## src/rtl/l2_mshr_alloc.sv

```systemverilog
// L2 MSHR entry allocator: lowest-free-first grant, release tracking and a drain FSM.
// Define L2_MSHR_HWM_EN to add the occupancy high-water-mark register behind hwm.

`ifndef N_MSHR
`define N_MSHR 4
`endif
`ifndef MSHR_BITS
`define MSHR_BITS 2
`endif
`ifndef MSHR_BITS_P1
`define MSHR_BITS_P1 3
`endif

module l2_mshr_alloc (
  input  logic                     clk,
  input  logic                     rst,
  input  logic                     alloc_req,
  output logic                     alloc_ready,
  output logic [`MSHR_BITS-1:0]    alloc_idx,
  input  logic                     free_valid,
  input  logic [`MSHR_BITS-1:0]    free_idx,
  input  logic                     drain_req,
  output logic                     drain_done,
  output logic                     add_mshr_entry,
  output logic                     incr_mshr_cnt,
  output logic [`MSHR_BITS-1:0]    mshr_i,
  output logic [`N_MSHR-1:0]       valid_vec,
  output logic                     mshr_full,
  output logic                     mshr_empty,
  output logic                     err_free_invalid,
  output logic [`MSHR_BITS_P1-1:0] hwm
);

  localparam int NMshr = `N_MSHR;
  localparam int IdxW  = `MSHR_BITS;
  localparam int CntW  = `MSHR_BITS_P1;

  typedef enum logic [1:0] {StIdle, StDrain, StDone} state_e;

  state_e            state_q;
  logic              drain_done_q;
  logic [NMshr-1:0]  valid_q, valid_d;
  logic [CntW-1:0]   cnt_q, cnt_d;
  logic              err_q;
  logic              grant;
  logic              release_ok;

  // Full/empty come from the registered count so they never see same-cycle traffic.
  assign mshr_full  = (cnt_q == CntW'(NMshr));
  assign mshr_empty = (cnt_q == '0);

  // Any release blocks allocation: the downstream counter takes one update per cycle.
  assign alloc_ready    = !mshr_full && !free_valid && (state_q == StIdle);
  assign grant          = alloc_req && alloc_ready;
  assign release_ok     = free_valid && valid_q[free_idx];
  assign add_mshr_entry = grant;
  assign incr_mshr_cnt  = release_ok;
  assign mshr_i         = free_idx;
  assign valid_vec      = valid_q;
  assign drain_done     = drain_done_q;
  assign err_free_invalid = err_q;

  always_comb begin
    alloc_idx = '0;
    for (int i = NMshr - 1; i >= 0; i--) begin
      if (!valid_q[i]) alloc_idx = IdxW'(i);
    end
  end

  always_comb begin
    valid_d = valid_q;
    cnt_d   = cnt_q;
    if (release_ok) begin
      valid_d[free_idx] = 1'b0;
      cnt_d             = cnt_q - CntW'(1);
    end else if (grant) begin
      valid_d[alloc_idx] = 1'b1;
      cnt_d              = cnt_q + CntW'(1);
    end
  end

  always_ff @(posedge clk or negedge rst) begin
    if (!rst) begin
      valid_q <= '0;
      cnt_q   <= '0;
      err_q   <= 1'b0;
    end else begin
      valid_q <= valid_d;
      cnt_q   <= cnt_d;
      if (free_valid && !valid_q[free_idx]) err_q <= 1'b1;
    end
  end

  always_ff @(posedge clk or negedge rst) begin
    if (!rst) begin
      state_q      <= StIdle;
      drain_done_q <= 1'b0;
    end else begin
      case (state_q)
        StIdle: begin
          if (drain_req) begin
            state_q      <= mshr_empty ? StDone : StDrain;
            drain_done_q <= mshr_empty;
          end
        end
        StDrain: begin
          if (valid_q == '0) begin
            state_q      <= StDone;
            drain_done_q <= 1'b1;
          end
        end
        StDone: begin
          state_q      <= StIdle;
          drain_done_q <= 1'b0;
        end
        default: begin
          state_q      <= StIdle;
          drain_done_q <= 1'b0;
        end
      endcase
    end
  end

`ifdef L2_MSHR_HWM_EN
  logic [CntW-1:0] hwm_q;

  always_ff @(posedge clk or negedge rst) begin
    if (!rst) begin
      hwm_q <= '0;
    end else if (cnt_q > hwm_q) begin
      hwm_q <= cnt_q;
    end
  end

  assign hwm = hwm_q;
`else
  assign hwm = '0;
`endif

endmodule

```

## config.mk

```make
export PLATFORM = sky130hd
export DESIGN_NAME = l2_mshr_alloc
export DESIGN_NICKNAME = d
export VERILOG_FILES = /design/src/rtl/l2_mshr_alloc.sv
export SDC_FILE = /design/constraint.sdc
export NUM_CORES = 1
export LEC_CHECK = 0
export BUFFER_PORTS_ARGS = -buffer_cell sky130_fd_sc_hd__buf_2
export CAP_MARGIN = 20
export CORE_AREA = 5 5 48 50
export DETAILED_ROUTE_END_ITERATION = 8
export DIE_AREA = 0 0 53 55
export PLACE_DENSITY = 0.66
export SLEW_MARGIN = 30
export SYNTH_ARGS = -nofsm -noshare
export SYNTH_HDL_FRONTEND = slang
export SYNTH_SLANG_ARGS = --single-unit
export TNS_END_PERCENT = 1
```

## constraint.sdc

```tcl
create_clock -name clk -period 6 [get_ports clk]
set_input_delay 0.6 -clock clk [delete_from_list [all_inputs] [get_ports clk]]
set_output_delay 0.6 -clock clk [all_outputs]
set_load 0.02 [all_outputs]
```

Word-level counts from Yosys, hierarchy flattened
Index checks and enable logic that the tools add are counted.
{ "word_totals": {"reg_bits": 11, "latchBits": 0, "ram_bits": 0, "romBits": 0, "inputBits": 7, "out_inout_bits": 18, "word_cells": 54, "memories": 0} }
{ "op_classes": {"add_sub_neg": 2, "n_mul": 0, "div": 0, "order_cmp": 4, "eq_ne": 4, "shift": 0, "muxes": 21, "n_bitwise": 3, "reduce_logical": 15} }
{ "ops": {"columns": ["op", "count"], "rows": [
  ["2-to-1 mux 2 bit", 7],
  ["2-to-1 mux 4 bit", 2],
  ["logical AND 1 bit", 7],
  ["< comparator 2 x 3 -> 1 bit, second input constant", 2],
  ["2-to-1 mux 3 bit", 2],
  ["2-to-1 mux 1 bit", 5],
  ["AND 4 bit", 1],
  ["demux 1 bit (select 2 bit)", 2],
  [">= comparator 2 x 1 -> 1 bit, second input constant", 2],
  ["zero test 4 bit", 1],
  ["inequality test 2 bit, second input constant", 2],
  ["inverter 4 bit", 1],
  ["bitwise OR 4 bit", 1],
  ["case mux 2 bit (2 select lines)", 1],
  ["adder 3 x 1 -> 3 bit, second input constant", 1],
  ["== test 3 bit, second input constant", 1],
  ["zero test 1 bit", 3],
  ["zero test 3 bit", 1],
  ["subtractor 3 x 1 -> 3 bit, second input constant", 1],
  ["binary-select mux 1 bit (select 2 bit)", 1],
  ["== test 2 x 1 -> 1 bit, second input constant", 1],
  ["zero test 2 bit", 1],
  ["case mux 1 bit (2 select lines)", 1],
  ["AND reduction 2 bit", 1],
  ["nonzero test 2 bit", 1]
]} }

Logic depth before layout (Yosys ltp)
{ "depth": {"depth_word": 11, "depth_mapped": 8, "mapped_depth_nobuf": 7} }

Least setup slack after synthesis
No wires, ideal clock.
{ "synth_path": {"path_type": "input port to flip-flop", "from": "input port free_idx[0]", "to": "register cnt_q[1]", "setup_ns": 0.125, "arrival_ns": 2.044, "required_ns": 5.875, "slack_ns": 3.831, "stages": 6, "n_path_buf": 1, "cell_sequence": "mux4_2 > and2_4 > buf_6 > xor2_1 > ha_1 > mux2_4"} }
{ "synth_via": {"elab_chain_len": 4, "elab_cells_between_ends": 5, "cone_classes": "mux (3); reduce/logical (2)"} }
{ "synth_rtl": {"columns": ["item", "line", "rtl"], "rows": [
  ["start: declaration", "21", "input logic [`MSHR_BITS-1:0] free_idx,"],
  ["binary-select mux 1 bit (select 2 bit)", "55", "assign release_ok = free_valid && valid_q[free_idx];"],
  ["2-to-1 mux 1 bit (not written as such)", "55", null],
  ["logical AND 1 bit", "55", null],
  ["named net incr_mshr_cnt", "25", "output logic incr_mshr_cnt,"],
  ["2-to-1 mux 3 bit", "73", "if (release_ok) begin"],
  ["named net cnt_d[1]", "43", "logic [CntW-1:0] cnt_q, cnt_d;"],
  ["end signal: assignment", "89", "cnt_q <= cnt_d;"],
  ["end: declaration", "43", null]
]} }
The timed path passes the listed nets, and every way through them passes these cells. The select of a mux whose other input is x is not followed.
A chain may end at the register's enable or synchronous reset.

Worst setup path after layout
{ "layout_path": {"from": "register cnt_q[2]", "to": "output port add_mshr_entry"} }
{ "layout_via": {"elab_chain_len": 5} }
{ "layout_rtl": {"columns": ["item", "line", "rtl"], "rows": [
  ["== test 3 bit", "49", "assign mshr_full = (cnt_q == CntW'(NMshr));"],
  ["zero test 1 bit", "53", "assign alloc_ready = !mshr_full && !free_valid && (state_q == StIdle);"],
  ["logical AND 1 bit (2 in series)", "53", null],
  ["logical AND 1 bit", "54", "assign grant = alloc_req && alloc_ready;"],
  ["end: declaration", "24", "output logic add_mshr_entry,"]
]} }
No other way between the ends.

==> flow_summary.json <==
{
  "io_buffers": 21,
  "fin_skew_ps": 0.615,
  "die-width_um": 53,
  "setup_viol_count_final": 0,
  "grt_pass1_wl_um": 2100,
  "hold_ws_ps": 192,
  "synth_warnings": 0,
  "relSlewSlack_pct": 57.6,
  "grt_pass1_vias": 458,
  "cts.hold.buffers_added": 0,
  "cp_top_family": "simple AND/OR/NAND/NOR gates",
  "dr.first_iter.drc_count": 6,
  "synth_commonest_cells": "dfrtp_1 (10), nand2_1 (6), buf_4 (5), nand2b_1 (4), nor2_1 (4)",
  "p_leak_nw": 0.345,
  "ant_nets": 0,
  "async_flop_share_pct": 100,
  "detailedRoute.firstPassIterationCount": 4,
  "peakVddDrop_mv": 0.214,
  "fin_cells": 105,
  "syn_area_um2": 607,
  "grtUsageTotal_pct": 10.1,
  "synth.yosys.seq_area_share_pct": 41.2,
  "fmax_mhz": 436,
  "synthDistinctLibCells": 29,
  "hold_class": "input port to asynchronous set/reset pin",
  "die_y_um": 55,
  "placedCellCount": 102,
  "clk_latency_ps": 260,
  "num_antenna_cells": 0,
  "antenna_found_initial": 0,
  "cts_resized": 0,
  "cts_max_level": 1,
  "crit_chain": "nor3b_1, nor4_4, buf_2",
  "ios": 25,
  "routed_wl_um": 1250,
  "cts_tree": "done",
  "avgViaCountPerCell": 4.53,
  "crit_buf_inv": 1,
  "crit_slowest_cell": "nor4_4",
  "worst_ep_arrival_time_ps": 1690,
  "yosysTopAreaCell": "dfrtp_1",
  "place.gp.congestion": 0.783,
  "vias": 476,
  "clock_path_buffers": 2,
  "cpPeakStageDelay_ps": 560,
  "overflow": 0,
  "reg2reg_slack_ps": 4060,
  "drc": 0,
  "synth-seq-cells": 10,
  "die-area_um2": 2920,
  "ys.flop_type": "dfrtp_1",
  "initial_core_util_pct": 32.6,
  "synth.top_cells.by_area": "dfrtp_1 (41%), buf_4 (6.2%), nand2b_1 (4.1%)",
  "cts.sinks": 10,
  "fin_crit_ps": 2290,
  "coreArea_um2": 1860,
  "period_share_pct": 38.2,
  "synth-edff-count": 0,
  "row_count": 16,
  "area_growth_pct": 19.8,
  "maxCapViolCount": 0,
  "dpl.hpwl_um": 975,
  "worstPathRequired_ps": 5400,
  "drive_gt1_share_pct": 38.5,
  "crit_type": "flip-flop to primary output",
  "root_buffer": "clkbuf_4",
  "yosysTopAreaCellShare_pct": 41.2,
  "worst_pin_slew_ps": 631,
  "postCtsSetupRepairBufs": 0,
  "cp-start-kind": "flip-flop",
  "outcome": "finished clean",
  "avgSynthCellArea_um2": 10.5,
  "rsz0062_at_grt": "no",
  "nets": 88,
  "yosysMostFrequentCell": "dfrtp_1",
  "hold_viol": 0,
  "detail_route.wl_per_cell_um": 11.9,
  "netlist_instances": 58,
  "tns_ps": 0,
  "slew_violations": 0,
  "path_clk_slew_ps": 60,
  "endpoint_kind": "primary output",
  "power_density_nw_per_um2": 544,
  "grt_max_degree": 11,
  "cp_max_fo": 7,
  "cts_buffers": 3
}
-- per-layer routing --
metal / vias to the layer above / global-route usage, % / part of all wire, %
met5: - / 0 / 0
met4: 0 / 8.94 / 1.5
met3: 2 / 1.07 / 5.1
met2: 12 / 16.1 / 49
met1: 225 / 12.2 / 45
li1: 237 / - / -
-- layout by cell type (no fill, tap or decap), drive strengths merged --
cell type  instances
nor3b              1
nor2b              1
clkbuf             3
nand3              1
xnor2              2
nand2b             4
nor4               3
ha                 1
mux2               1
conb               3
a21oi              3
xor2               1
and2               1
o21bai             1
buf               21
o21ai              3
nor3               1
a22oi              2
a32o               1
mux4               1
a21boi             1
inv                1
nand2              6
dfrtp             10
nor2               5
-- where the power goes --
part / internal [W] / total (W) / switching (W)
sequential: 0.0000982 / 0.000140 / 0.0000421
combinational: 0.0000912 / 0.000211 / 0.000120
clock: 0.0000231 / 0.0000443 / 0.0000212
-- logic make-up after synthesis --
kind of cell	synth area share [%]
flops	41.2
mux	6.18
other cells	0.618
fa+ha+maj	2.06
xor+xnor	4.33
simple gates	24.5
buf+inv	8.66
compound gates	12.4
-- sequential cells by signal, summed over array words and instances, names as in the netlist --
name              count
cnt_q                 3
state_q               2
err_free_invalid      1
valid_vec             4
-- worst paths after layout --
check                                 startpoint                to  cells after the start
worst max-delay path                    cnt_q[2]    add_mshr_entry                      3
worst min register to register  err_free_invalid  err_free_invalid                      1
max in group asynchronous                    rst      valid_vec[2]                      1
worst max register to register      valid_vec[0]          cnt_q[2]                      7
min in group clk                err_free_invalid  err_free_invalid                      1
worst min-delay path                         rst      valid_vec[1]                      1
-- through the flow --
stage / cell area [um2] / utilization [%] / setup slack [ps] / total power [W]
2_1_floorplan: 614 / - / 3830 / 0.000298
3_3_place_gp: 704 / 37.8 / 3730 / 0.000351
3_5_place_dp: 704 / 37.8 / 3710 / 0.000356
4_1_cts: 727 / 39.0 / 3670 / 0.000403
5_1_grt: 727 / 39.0 / 3600 / 0.000429
6_report: 727 / 39.0 / 3710 / 0.000396
-- area by class of cell --
type / instances / area (um2)
Sequential cell: 10 / 250
Clock buffer: 3 / 22.5
Inverter: 1 / 3.75
Timing Repair Buffer: 21 / 105
Fill cell: 199 / 1130
Multi-Input combinational cell: 43 / 312
Tap cell: 27 / 33.8
-- worst register-to-register path: stages (launching register included) --
cell	delay, ps
dfrtp_1	450
mux4_2	500
and2_4	210
xor2_1	150
ha_1	210
nor2_1	110
a22oi_2	70
xnor2_1	150
Note: power is estimated with default switching activity, not from simulation.
